**src/rtl/fetch_unit.sv**
```systemverilog
// Instruction fetch: single-outstanding request FSM feeding a DEPTH-entry
// prefetch FIFO, drained into a registered IF/ID output stage.
module fetch_unit #(
    parameter logic [31:0] RESET_PC = 32'h0000_0000,
    parameter int          DEPTH    = 2
) (
    input  logic        clk,
    input  logic        rst,
    input  logic        freeze,
    input  logic        branchTaken,
    input  logic [31:0] branchAddr,
    output logic        imemReq,
    output logic [31:0] imemAddr,
    input  logic        imemAck,
    input  logic [31:0] imemData,
    output logic [31:0] PC,
    output logic [31:0] instruction,
    output logic        valid
);
    localparam int AW = $clog2(DEPTH);

    typedef enum logic [1:0] {IDLE, WAIT, DROP} fetchStateT;

    typedef struct packed {
        logic [31:0] pc;
        logic [31:0] ins;
    } fetchEntryT;

    fetchStateT  state;
    logic [31:0] fetchPC;
    fetchEntryT  fifo [DEPTH];
    logic [AW-1:0] rdPtr, wrPtr;
    logic [AW:0]   count;
    logic push, pop, canIssue, notEmpty;

    assign notEmpty = (count != '0);
    assign canIssue = (count < (AW+1)'(DEPTH));
    // Only a live (non-dropped, non-redirected) response enters the buffer.
    assign push     = (state == WAIT) && imemAck && !branchTaken;
    assign pop      = !branchTaken && !freeze && notEmpty;

    always_ff @(posedge clk or negedge rst) begin
        if (!rst) begin
            state    <= IDLE;
            fetchPC  <= RESET_PC;
            imemReq  <= 1'b0;
            imemAddr <= RESET_PC;
        end else begin
            case (state)
                IDLE: begin
                    if (branchTaken) begin
                        fetchPC <= branchAddr;
                    end else if (canIssue) begin
                        state    <= WAIT;
                        imemReq  <= 1'b1;
                        imemAddr <= fetchPC;
                    end
                end
                WAIT: begin
                    if (imemAck) begin
                        state   <= IDLE;
                        imemReq <= 1'b0;
                        fetchPC <= branchTaken ? branchAddr : fetchPC + 32'd4;
                    end else if (branchTaken) begin
                        state   <= DROP;
                        fetchPC <= branchAddr;
                    end
                end
                DROP: begin
                    // The stale response still has to be absorbed before reissuing.
                    if (branchTaken) fetchPC <= branchAddr;
                    if (imemAck) begin
                        state   <= IDLE;
                        imemReq <= 1'b0;
                    end
                end
                default: begin
                    state   <= IDLE;
                    imemReq <= 1'b0;
                end
            endcase
        end
    end

    always_ff @(posedge clk) begin
        if (push) fifo[wrPtr] <= '{pc: imemAddr + 32'd4, ins: imemData};
    end

    always_ff @(posedge clk or negedge rst) begin
        if (!rst) begin
            rdPtr <= '0;
            wrPtr <= '0;
            count <= '0;
        end else if (branchTaken) begin
            rdPtr <= '0;
            wrPtr <= '0;
            count <= '0;
        end else begin
            if (push) wrPtr <= wrPtr + AW'(1);
            if (pop)  rdPtr <= rdPtr + AW'(1);
            case ({push, pop})
                2'b10:   count <= count + (AW+1)'(1);
                2'b01:   count <= count - (AW+1)'(1);
                default: count <= count;
            endcase
        end
    end

    // Output stage reads the registered head, so a same-cycle push is not visible.
    always_ff @(posedge clk or negedge rst) begin
        if (!rst) begin
            valid       <= 1'b0;
            PC          <= '0;
            instruction <= '0;
        end else if (branchTaken) begin
            valid       <= 1'b0;
            PC          <= '0;
            instruction <= '0;
        end else if (!freeze) begin
            if (notEmpty) begin
                valid       <= 1'b1;
                PC          <= fifo[rdPtr].pc;
                instruction <= fifo[rdPtr].ins;
            end else begin
                valid       <= 1'b0;
                instruction <= '0;
            end
        end
    end
endmodule

```
**config.mk**
```make
export PLATFORM = sky130hd
export DESIGN_NAME = fetch_unit
export DESIGN_NICKNAME = d
export VERILOG_FILES = /design/src/rtl/fetch_unit.sv
export SDC_FILE = /design/constraint.sdc
export NUM_CORES = 1
export LEC_CHECK = 0
export CAP_MARGIN = 10
export CORE_AREA = 10 10 155 157
export DETAILED_ROUTE_END_ITERATION = 6
export DIE_AREA = 0 0 165 167
export PLACE_DENSITY_LB_ADDON = 0.1
export REMOVE_ABC_BUFFERS = 1
export SLEW_MARGIN = 10
export SYNTH_ARGS = -nofsm -noshare
export SYNTH_HDL_FRONTEND = slang
export SYNTH_SLANG_ARGS = --single-unit
```
**constraint.sdc**
```tcl
create_clock -name clk -period 7.75 [get_ports clk]
set_clock_uncertainty 0.05 [all_clocks]
set_input_delay 1.55 -clock clk [delete_from_list [all_inputs] [get_ports clk]]
set_output_delay 1.55 -clock clk [all_outputs]
set_load 0.02 [all_outputs]
```
==> impl_metrics.yaml, run 1 <==
cells_and_area:
  area_delta_synth_final_pct: 25.3
  final_cell_mix: "164 x clkdlybuf4s50_1, 135 x dfrtp_1, 128 x edfxtp_1"
  drive_gt1_share_pct: 9.47
  diodes: 0
  multi_input_area_sq_mm: 0.00363
  mostFrequentLayoutCell: "clkdlybuf4s50_1"
  area.sequential_sq_mm: 0.00725
  nets: 1090
  fill_cells: 1606
yosys:
  synth_cells: 857
  ys_ff_latch: 264
  synth_cell_types: 52
  synth_area_sq_mm: 0.0111
  syn_avg_cell_area_sq_um: 12.9
  synth_edf_count: 128
  synth_seq_area_share_pct: 65.5
  synth_top_flop_cell: "dfrtp_1"
  ys_async_sr_fraction_pct: 51.5
  ys.warnings.count: 0
routing:
  drtIter0Drc: 414
  firstDrtPassIters: 5
  drt-total-wl_um: 24900
  via_count: 7290
  drcViolationCount: 0
  ant_nets: 0
  via_per_inst: 5.56
  routedWlPerCell_um: 19.0
placement:
  dp_slack_ns: 3.13
  io_buffers: 166
  routabilityCongestion: 0.876
  dpl.hpwl_um: 16500
sta:
  setup_viol: 0
  setup_tns_ns: 0
  final.period_utilization_pct: 53.5
  max_freq_ghz: 0.241
  rsz0062_at_grt: "no"
  period_needed_ns: 4.14
  worstMarginPinSlew_ns: 1.19
  slew_violations: 0
  setup_ws_ns: 3.61
  maxSlewHeadroom_pct: 20.5
  hold_viol_final: 0
cts:
  ctsHoldBuffers: 0
  cts_tree: "yes"
  htree_num_levels: 1
  clock_latency_ns: 0.52
  clk_pin_slew_ns: 0.06
  clock_sinks: 264
  post_cts_buffers: 0
  cts_max_path_buffers: 3
  root_buffer: "clkbuf_16"
  cts_resized: 0
  cts_made_buffers: 27
job:
  max_cap_viol_count: 0
hold_path:
  hold_class: "register to register"
  min_from: "instruction[31]$_DFFE_PN0P_"
global_routing:
  grt_pass1_wl_um: 39600
  grt_remaining_overflow: 0
  grt_pass1_vias: 7237
  grt_max_degree: 71
  grt_usage_pct: 17.6
  antenna_found_initial: 0
worst_setup_path:
  crit_required_ns: 8.16
  crit_start: "branchTaken"
  path_max_fanout: 67
  cp_slowest_cell: "nor2_1"
  cp-end-kind: "register"
  r2r_start: "state[0]$_DFFE_PN0P_"
  path_cells: "buf_2, buf_4, clkinv_1, nor2_1, buf_4, a22oi_1, o21ai_0, mux2_2"
  critical_path_class: "input pin to register"
  cp_common_cell: "buf_4"
  cpPeakStageDelay_ns: 0.79
  arrival_ns: 4.55
  start_kind: "input pin"
power:
  p_sw_share_pct: 31.2
  p_comb_share_pct: 26.1
  intPower_mw: 3.09
  p_leak_nw: 5.11
  p_seq_share_pct: 45.6
  vdd_drop_max_mv: 0.211
  power.density_mw_per_mm2: 324
  p_switching_mw: 1.40
  clkPwrFrac_pct: 28.3
floorplan:
  die_y_um: 167
  fp.coreArea_sq_mm: 0.0208
  fp-row-count: 53
  dieArea_sq_mm: 0.0276
  start_util_pct: 53.1
  die-width_um: 165
  io_pins: 167
status:
  status: "finished clean"
## kinds of logic after synthesis
logic type | count (synthesis) | share of synthesized area, %
adder cells (fa/ha/maj) | 6 | 0.678
flip-flops | 264 | 65.5
AO/OA/AOI/OAI | 143 | 8.29
buffers and inverters | 56 | 1.91
AND/OR/NAND/NOR | 250 | 11.2
multiplexers | 106 | 9.94
XOR/XNOR | 32 | 2.53
## sequential cells by signal (all words and copies together) (netlist names), 2 cells and up
register / flops
imemAddr: 32
fetchPC: 32
instruction: 32
PC: 32
count: 2
state: 2
fifo: 128
## layout make-up
| class | count | area share (%) |
|---|---|---|
| tap | 275 | 2.48 |
| multi-input combinational | 537 | 26.2 |
| clock inverter | 14 | 1.13 |
| timing repair buffer | 175 | 12.4 |
| sequential | 264 | 52.3 |
| inverter | 10 | 0.271 |
| clock buffer | 35 | 5.16 |
## synth_stat cells, drive strengths merged (2+ instances only)
cell,n,area (sq um)
nor3,16,90.1
a31oi,5,31.3
dfrtp,136,3400
inv,9,33.8
xnor2,26,228
o22ai,9,56.3
and3,10,62.6
nand4,24,150
edfxtp,128,3840
nor2b,6,37.5
buf,7,27.5
o31ai,3,22.5
a22oi,20,150
or4,3,22.5
mux2,31,349
xor2,6,52.6
ha,6,75.1
nand2,80,303
nand4bb,2,22.5
a21oi,14,70.1
o21ba,2,20.0
a32oi,2,17.5
and4,2,17.5
or2,2,12.5
nand3,29,145
o211ai,2,15.0
clkbuf,39,146
o21ai,48,240
a211oi,32,240
nor4,6,65.1
nor3b,3,27.5
mux2i,75,751
nor2,61,229
## critical path: cells and delay by family
family	cells	cell delay (ns)
and+or+nand+nor	1	0.79
AOI/OAI and AO/OA	2	0.21
muxes	1	0.17
buffers and inverters	4	1.77
## worst paths after layout
kind | endpoint | slack (ns) | cells past startpoint
max | fetchPC[18]$_DFFE_PN0P_ | 3.61 | 8
min | instruction[31]$_DFFE_PN0P_ | 0.42 | 2
max reg2reg | fetchPC[18]$_DFFE_PN0P_ | 5.03 | 7
min reg2reg | instruction[31]$_DFFE_PN0P_ | 0.42 | 2
max in group asynchronous | state[0]$_DFFE_PN0P_ | 5.24 | 2
min in group asynchronous | instruction[9]$_DFFE_PN0P_ | 0.99 | 1
## power groups by stage
stage | Sequential (mW) | Combinational [mW] | Clock, mW
2_1_floorplan | 2.16 | 0.563 | 0
3_3_place_gp | 2.07 | 1.16 | 0
3_5_place_dp | 2.07 | 1.19 | 0
4_1_cts | 2.05 | 1.19 | 1.30
5_1_grt | 2.08 | 1.28 | 1.35
6_report | 2.05 | 1.17 | 1.27
## through the flow
| step | std cells | cell area [sq um] | util, % | hold slack (ns) | power, mW |
|---|---|---|---|---|---|
| 2_1_floorplan | 811 | 10900 | - | 0.390 | 2.72 |
| 3_3_place_gp | 1261 | 13000 | 62.4 | 0.409 | 3.23 |
| 3_5_place_dp | 1261 | 13000 | 62.4 | 0.418 | 3.26 |
| 4_1_cts | 1310 | 13900 | 66.6 | 0.432 | 4.54 |
| 5_1_grt | 1310 | 13900 | 66.6 | 0.443 | 4.72 |
| 6_report | 1310 | 13900 | 66.6 | 0.423 | 4.49 |
## per-layer routing
metal / part of all wire (%) / global-route usage (%)
met1: 44 / 24.4
met2: 48 / 27.8
met3: 5.8 / 3.28
met4: 2.1 / 4.78
met5: 0 / 0
(Power assumes the default switching activity.)
==> inputs of run 2 (changes only) <==
==> constraint.sdc (replaced) <==
create_clock -name clk -period 3.9 [get_ports clk]
set_clock_uncertainty 0.05 [all_clocks]
set_input_delay 0.78 -clock clk [delete_from_list [all_inputs] [get_ports clk]]
set_output_delay 0.78 -clock clk [all_outputs]
set_load 0.02 [all_outputs]
==> impl_metrics.yaml, run 2 (synthesized netlist as in run 1, its figures left out) <==
status:
  status: "finished clean"
cells_and_area:
  drive_gt1_share_pct: 10.8
  final_area_sq_mm: 0.0141
  area.sequential_sq_mm: 0.00725
  largest_reg_flops: 128
  fill_cells: 1595
  multi_input_area_sq_mm: 0.00363
  mostFrequentLayoutCell: "clkdlybuf4s50_1"
  diodes: 0
  nets: 1098
  final_cell_mix: "164 x clkdlybuf4s50_1, 135 x dfrtp_1, 128 x edfxtp_1"
  area_delta_synth_final_pct: 27.1
  top_register: "fifo"
routing:
  via_count: 7358
  via_per_inst: 5.57
  routedWlPerCell_um: 19.2
  drcViolationCount: 0
  drtIter0Drc: 413
  firstDrtPassIters: 5
  ant_nets: 0
  drt-total-wl_um: 25300
cts:
  clk_pin_slew_ns: 0.06
  post_cts_buffers: 0
  cts_made_buffers: 28
  cts_max_path_buffers: 3
  clock_sinks: 264
  htree_num_levels: 1
  ctsHoldBuffers: 0
  cts_resized: 0
  clock_latency_ns: 0.53
  cts_tree: "yes"
  root_buffer: "clkbuf_16"
global_routing:
  grt_usage_pct: 18.2
  grt_remaining_overflow: 0
  grt_pass1_vias: 7494
  grt_pass1_wl_um: 40700
  grt_max_degree: 66
  antenna_found_initial: 0
sta:
  rsz0062_at_grt: "no"
  setup_viol: 0
  period_needed_ns: 2.62
  holdWs_ns: 0.151
  hold_viol_final: 0
  maxSlewHeadroom_pct: 44.2
  max_freq_ghz: 0.382
  setup_tns_ns: 0
  final.period_utilization_pct: 67.1
  worstMarginPinSlew_ns: 0.831
  slew_violations: 0
placement:
  dpl.hpwl_um: 17000
  routabilityCongestion: 0.891
  io_buffers: 166
  place_area_sq_mm: 0.0131
worst_setup_path:
  crit_required_ns: 4.27
  cp-end-kind: "register"
  start_kind: "input pin"
  cpPeakStageDelay_ns: 0.63
  arrival_ns: 2.99
  path_max_fanout: 9
  reg2reg_depth: 7
  critical_path_class: "input pin to register"
  cp_slowest_cell: "clkdlybuf4s50_1"
  regToRegSetupSlack_ns: 1.41
  r2r_start: "state[0]$_DFFE_PN0P_"
  path_cells: "clkdlybuf4s50_1, or3b_4, or4_1, nor3_2, a41oi_1, o21ba_2"
  rr_endpoint: "fetchPC[15]$_DFFE_PN0P_"
floorplan:
  start_util_pct: 53.1
  fp.coreArea_sq_mm: 0.0208
  fp-row-count: 53
  die_y_um: 167
  dieArea_sq_mm: 0.0276
  io_pins: 167
  die-width_um: 165
job:
  max_cap_viol_count: 0
hold_path:
  hold_class: "input pin to asynchronous set/reset pin"
power:
  power.density_mw_per_mm2: 654
  p_leak_nw: 5.23
  vdd_drop_max_mv: 0.419
run 2: worst max-delay path: cells and delay by family:
| kind | cells | cell delay (ns) |
|---|---|---|
| and+or+nand+nor | 3 | 1.23 |
| buffers and inverters | 1 | 0.63 |
| AOI/OAI and AO/OA | 2 | 0.35 |
run 2: final cells by class:
class / instances / area share, %
clock inverters: 14 / 1.23
well taps: 275 / 2.45
multi-input cells: 537 / 25.8
repair buffers: 182 / 12.9
inverters: 10 / 0.267
clock buffers: 38 / 5.76
flip-flops and latches: 264 / 51.6
run 2: routing by layer:
metal  part of all wire [%]  vias up  track usage (%)  wire length, um
met5                      0        -                0                0
met4                    1.4        0             3.43              351
met3                    6.9       25             3.77             1740
met2                     48      225             30.1            12300
met1                     43     3593             24.3            11000
li1                       -     3515                -                -
run 2: stage by stage:
stage / power [mW] / setup slack [ns] / utilization (%) / std cells
floorplan: 5.41 / -2.38 / - / 811
global placement: 6.43 / 0.772 / 62.8 / 1268
detailed placement: 6.50 / 0.755 / 62.8 / 1268
CTS: 9.29 / 1.31 / 67.5 / 1320
global route: 9.64 / 1.12 / 67.5 / 1320
finish: 9.19 / 1.28 / 67.5 / 1320
run 2: report_power, final:
part	internal, mW	switching [mW]	total [mW]
combinational	1.14	1.23	2.37
sequential	3.50	0.540	4.04
clock	1.71	1.06	2.78
run 2: worst max path at each step:
stage	start	cells past startpoint	slack (ns)	end
floorplan	imemAck	2	-2.38	fifo[1][0]$_DFFE_PP_
global placement	imemAck	6	0.77	fetchPC[15]$_DFFE_PN0P_
detailed placement	imemAck	6	0.76	fetchPC[15]$_DFFE_PN0P_
CTS	imemAck	6	1.31	fetchPC[15]$_DFFE_PN0P_
global route	imemAck	6	1.12	fetchPC[26]$_DFFE_PN0P_
finish	imemAck	6	1.28	fetchPC[15]$_DFFE_PN0P_
